### src/rtl/lsa_sample_conditioner.sv
`default_nettype none
// +--------------------------------------------------------------------------+
// | lsa_sample_conditioner                                                   |
// | Frame-averaging, hysteresis line detection and junction (node) counting  |
// | for a 3-channel line-sensor ADC.                                         |
// | Revision: 1.0                                                            |
// +--------------------------------------------------------------------------+
module lsa_sample_conditioner #(
  parameter int          AVG_LOG2   = 3,
  parameter logic [11:0] TH_HIGH    = 12'd2000,
  parameter logic [11:0] TH_LOW     = 12'd1500,
  parameter int          NODE_HOLD  = 4,
  parameter int          NODE_CNT_W = 4
) (
  input  logic                  clk_3125KHz,
  input  logic                  rst,
  input  logic                  sample_valid,
  input  logic [11:0]           left_value,
  input  logic [11:0]           center_value,
  input  logic [11:0]           right_value,
  input  logic                  clear_nodes,
  output logic [11:0]           left_avg,
  output logic [11:0]           center_avg,
  output logic [11:0]           right_avg,
  output logic                  avg_valid,
  output logic [2:0]            line_bits,
  output logic                  node_pulse,
  output logic [NODE_CNT_W-1:0] node_count
);

  localparam int                    c_acc_w       = 12 + AVG_LOG2;
  localparam logic [AVG_LOG2-1:0]   c_frame_last  = '1;
  localparam int                    c_hold_w      = $clog2(NODE_HOLD + 1);
  localparam logic [c_hold_w-1:0]   c_hold_target = NODE_HOLD[c_hold_w-1:0];

  typedef enum logic [0:0] {
    S_TRACK   = 1'b0,
    S_ON_NODE = 1'b1
  } state_t;

  logic [AVG_LOG2-1:0]   r_frame_cnt;
  logic                  r_avg_valid;
  logic                  w_final;
  logic [2:0][11:0]      w_raw;
  logic [2:0][11:0]      w_avg_all;
  logic [2:0]            w_line_all;

  state_t                r_state;
  state_t                w_state_next;
  logic [c_hold_w-1:0]   r_hold;
  logic [c_hold_w-1:0]   w_hold_next;
  logic [c_hold_w-1:0]   w_hold_inc;
  logic                  w_pulse_next;
  logic                  w_all_on;
  logic                  r_node_pulse;
  logic [NODE_CNT_W-1:0] r_node_count;

  assign w_final = sample_valid && (r_frame_cnt == c_frame_last);
  // Index 2 is left so the packed vector reads {left, center, right}.
  assign w_raw   = {left_value, center_value, right_value};

  always_ff @(posedge clk_3125KHz or posedge rst) begin
    if (rst) begin
      r_frame_cnt <= '0;
      r_avg_valid <= 1'b0;
    end else begin
      r_avg_valid <= w_final;
      if (sample_valid) begin
        r_frame_cnt <= w_final ? '0 : r_frame_cnt + 1'b1;
      end
    end
  end

  for (genvar g = 0; g < 3; g++) begin : g_chan
    logic [c_acc_w-1:0] r_acc;
    logic [c_acc_w-1:0] w_sum;
    logic [11:0]        w_avg_new;
    logic [11:0]        r_avg;
    logic               r_line;
    logic               w_line_new;

    assign w_sum     = r_acc + {{AVG_LOG2{1'b0}}, w_raw[g]};
    // Upper 12 bits of the sum are the truncated quotient by 2^AVG_LOG2.
    assign w_avg_new = w_sum[c_acc_w-1 -: 12];

    always_comb begin
      w_line_new = r_line;
      if (w_avg_new >= TH_HIGH) begin
        w_line_new = 1'b1;
      end else if (w_avg_new <= TH_LOW) begin
        w_line_new = 1'b0;
      end
    end

    always_ff @(posedge clk_3125KHz or posedge rst) begin
      if (rst) begin
        r_acc  <= '0;
        r_avg  <= '0;
        r_line <= 1'b0;
      end else if (sample_valid) begin
        if (w_final) begin
          r_acc  <= '0;
          r_avg  <= w_avg_new;
          r_line <= w_line_new;
        end else begin
          r_acc  <= w_sum;
        end
      end
    end

    assign w_avg_all[g]  = r_avg;
    assign w_line_all[g] = r_line;
  end

  assign w_all_on = (w_line_all == 3'b111);

  always_ff @(posedge clk_3125KHz or posedge rst) begin
    if (rst) begin
      r_state <= S_TRACK;
      r_hold  <= '0;
    end else begin
      r_state <= w_state_next;
      r_hold  <= w_hold_next;
    end
  end

  always_comb begin
    w_state_next = r_state;
    w_hold_next  = r_hold;
    w_pulse_next = 1'b0;
    w_hold_inc   = r_hold + 1'b1;
    if (r_avg_valid) begin
      case (r_state)
        S_TRACK: begin
          if (w_all_on) begin
            if (w_hold_inc == c_hold_target) begin
              w_pulse_next = 1'b1;
              w_hold_next  = '0;
              w_state_next = S_ON_NODE;
            end else begin
              w_hold_next  = w_hold_inc;
            end
          end else begin
            w_hold_next = '0;
          end
        end
        S_ON_NODE: begin
          // Remain here for the whole junction so it is counted only once.
          if (!w_all_on) begin
            w_state_next = S_TRACK;
            w_hold_next  = '0;
          end
        end
        default: begin
          w_state_next = S_TRACK;
          w_hold_next  = '0;
        end
      endcase
    end
  end

  always_ff @(posedge clk_3125KHz or posedge rst) begin
    if (rst) begin
      r_node_pulse <= 1'b0;
      r_node_count <= '0;
    end else begin
      r_node_pulse <= w_pulse_next;
      if (clear_nodes) begin
        r_node_count <= '0;
      end else if (w_pulse_next) begin
        r_node_count <= r_node_count + 1'b1;
      end
    end
  end

  assign left_avg   = w_avg_all[2];
  assign center_avg = w_avg_all[1];
  assign right_avg  = w_avg_all[0];
  assign avg_valid  = r_avg_valid;
  assign line_bits  = w_line_all;
  assign node_pulse = r_node_pulse;
  assign node_count = r_node_count;

endmodule
`default_nettype wire
### config.mk
export PLATFORM = sky130hd
export DESIGN_NAME = lsa_sample_conditioner
export DESIGN_NICKNAME = d
export VERILOG_FILES = /design/src/rtl/lsa_sample_conditioner.sv
export SDC_FILE = /design/constraint.sdc
export NUM_CORES = 1
export LEC_CHECK = 0
export ABC_AREA = 1
export CORE_ASPECT_RATIO = 1.1
export CORE_UTILIZATION = 41
export CTS_BUF_LIST = sky130_fd_sc_hd__clkbuf_8
export CTS_CLUSTER_DIAMETER = 80
export CTS_CLUSTER_SIZE = 28
export DETAILED_ROUTE_END_ITERATION = 7
export DONT_BUFFER_PORTS = 1
export PLACE_DENSITY_LB_ADDON = 0.1
export SYNTH_ARGS = -nofsm -noshare
export SYNTH_HDL_FRONTEND = slang
export SYNTH_SLANG_ARGS = --single-unit
### constraint.sdc
create_clock -name clk_3125KHz -period 6 [get_ports clk_3125KHz]
set_input_delay 1.2 -clock clk_3125KHz [delete_from_list [all_inputs] [get_ports clk_3125KHz]]
set_output_delay 1.2 -clock clk_3125KHz [all_outputs]
set_load 0.01 [all_outputs]
==> impl_metrics.yaml <==
floorplanning:
  core_um2: 15200
  fp.dieH_um: 134
  design.die.area_um2: 16300
  rows: 47
  initial_core_util: 0.424
  io_pins: 85
  dieWidth_um: 122
power:
  p_leak_nw: 3.74
  p_int_mw: 1.76
  power.density_nw_per_um2: 511
  p_switching_mw: 1.73
  ir_drop_mv: 0.207
  combPwrFrac: 0.539
  total_power_mw: 3.49
  p_sw_frac: 0.497
  seqPwrFrac: 0.337
  pwr-share-clk: 0.124
placed_design:
  placed_cells: 1094
  port_buffers: 0
  post-place-ws_ns: 2.98
  hpwl_um: 12200
  place_congestion: 0.850
  place_area_um2: 6640
worst_setup_path:
  r2r_cells: 8
  r2r_slack_ns: 3.73
  timing.rr.end: "r_frame_cnt[0]"
  endpoint: "g_chan[2].r_line"
  worstSetupStartpoint: "left_value[0]"
  crit_arrival_ns: 2.90
  path_common_cell: "nand2_1"
  critPathKind: "primary input to register"
  critPathMaxFanout: 4
  start_kind: "primary input"
  crit_chain: "ha_1, inv_1, fa_1, inv_1, nand3_1, nand2_2, nand2_1, nand2_1, nand2_1, nand2_2, inv_1, nor2_1, nand2_1, nand2_1, nand2_1, nand2_1, nor2_2"
  worstPathRequired_ns: 6.29
  cpPeakStageDelay_ns: 0.40
  slowest_stage: "fa_1"
  setup.worst_path.end_class: "register"
  r2r-start: "r_frame_cnt[0]"
finish:
  final_area_um2: 6830
  final_core_util: 0.449
  n_antenna_cell: 0
  syn2layout_area_growth_pct: 5.75
  n_fill_cell: 1569
  multi_input_area_um2: 3330
  nNetsFinal: 993
  drive_gt1_frac: 0.0722
  register_area_um2: 2430
  final_cells: 1110
routing:
  dr.pass1.iters: 5
  vias_per_cell: 4.91
  routedWlPerCell_um: 14.5
  post-route-drc-count: 0
  vias: 5449
  finalWirelength_um: 16000
  drt_iter0_markers: 272
  ant_nets: 0
timing:
  tightest_slew_ns: 0.677
  rsz0062_at_grt: "no"
  finClkSkew_ns: 0.00934
  drv_slew: 0
  fin_tns_setup_ns: 0
  finalCritPeriodShare: 0.434
  finalSetupViolCount: 0
  slew_headroom: 0.548
  max_freq_ghz: 0.384
  setup_slack_ns: 3.39
  period_needed_ns: 2.61
  fin_hold_ws_ns: 0.493
  final_hold_viol_count: 0
global_routing:
  antenna_found_initial: 0
  grt_pass1_wl_um: 26400
  grt_start_max_net_pins: 68
  globalRouteOverflowTotal: 0
  grt_use_total: 0.212
  first_global_vias: 5354
clock_tree:
  cts_buffers: 9
  cts_sinks: 97
  cts_tree: "done"
  cts.clk_slew.worst_paths_ns: 0.10
  cts_setup_buffers: 0
  postCtsHoldBufs: 0
  insertion_delay_ns: 0.39
  root_buffer: "clkbuf_8"
  htree_levels: 3
  cts_buffer_depth: 2
  cts_resized: 0
logic_synthesis:
  ys_seq_area_frac: 0.376
  synth.distinct_cells: 31
  synthArstFlopShare: 1.00
  yosysWarnings: 0
  yosysMostFrequentCell: "nand2_1"
  syn_inst: 915
  synth_ff_type: "dfrtp_1"
  syn_nets: 999
  postSynthAreaPerCell_um2: 7.06
  synthTopCellsByCount: "nand2_1, inv_1, dfrtp_1, nor2_1, nand3_1"
  synth.top_cell.area_share: 0.376
  synth_seq_cells: 97
  syn_area_um2: 6460
  yosys.area.top_type: "dfrtp_1"
  ys_top_cells_by_area: "dfrtp_1, nand2_1, inv_1, ha_1, o22ai_1"
  synth_edf_count: 0
run_status:
  status: "complete, no violations"
worst_hold_path:
  min_path_type: "register to register"
job:
  cap_violations: 0
power groups by stage:
stage               Combinational, mW  Sequential (mW)  Clock, mW
global route                     2.20             1.21      0.467
CTS                              1.90             1.18      0.449
global placement                 1.88             1.19          0
detailed placement               1.89             1.19          0
finish                           1.88             1.17      0.433
floorplan                        1.51             1.12          0
worst min-delay path by stage:
stage / cells past startpoint / endpoint / slack (ns) / from
6_report: 1 / r_frame_cnt[0] / 0.49 / r_frame_cnt[0]
3_5_place_dp: 1 / r_frame_cnt[0] / 0.48 / r_frame_cnt[0]
3_3_place_gp: 1 / r_frame_cnt[0] / 0.47 / r_frame_cnt[0]
5_1_grt: 1 / r_frame_cnt[0] / 0.50 / r_frame_cnt[0]
4_1_cts: 1 / r_frame_cnt[0] / 0.50 / r_frame_cnt[0]
2_1_floorplan: 1 / r_frame_cnt[0] / 0.45 / r_frame_cnt[0]
state kept, by name, indices dropped and copies added (netlist names):
register       count
g_chan.r_line      3
right_avg         12
r_hold             3
r_frame_cnt        3
g_chan.r_acc      45
avg_valid          1
left_avg          12
node_count         4
r_state            1
center_avg        12
node_pulse         1
kinds of logic after synthesis:
kind of cell / after synthesis / synth area share
XOR/XNOR: 5 / 0.00678
multiplexers: 1 / 0.00174
buffers and inverters: 185 / 0.110
adder cells (fa/ha/maj): 44 / 0.0887
AND/OR/NAND/NOR: 464 / 0.313
flip-flops: 97 / 0.376
AO/OA/AOI/OAI: 119 / 0.104
worst max-delay path, delay by kind of cell:
family                   cells  cell delay, ns
AND/OR/NAND/NOR             12            0.88
buffers and inverters        3            0.21
adder cells (fa/ha/maj)      2            0.61
per-layer routing:
metal / global-route usage / wire [um] / share of wire
met1: 0.269 / 7510 / 0.47
met2: 0.355 / 7540 / 0.47
met3: 0.0432 / 733 / 0.046
met4: 0.0713 / 258 / 0.016
met5: 0 / 0 / 0
cells in the final DEF, fill, tap and decap left out, types with 2 or more instances in the layout:
cell type and count:
a21boi_0 3, a21oi_1 26, a21oi_2 2, buf_4 3
clkbuf_8 10, dfrtp_1 97, fa_1 3, ha_1 41
inv_1 160, inv_2 4, inv_6 2, nand2_1 291
nand2_2 23, nand3_1 45, nand3_2 5, nand3b_1 13
nand3b_2 2, nand4_1 13, nor2_1 59, nor2_2 6
nor3_1 4, nor3_2 2, o21a_1 3, o21ai_0 44
o22ai_1 38, o31ai_1 2, xnor2_1 2, xor2_1 3
layout make-up:
class	count	share of cell area
sequential	97	0.355
timing repair buffer	3	0.00330
clock inverter	6	0.00733
clock buffer	10	0.0201
multi-input combinational	633	0.487
tap	196	0.0359
inverter	165	0.0910
(Power assumes the default switching activity.)
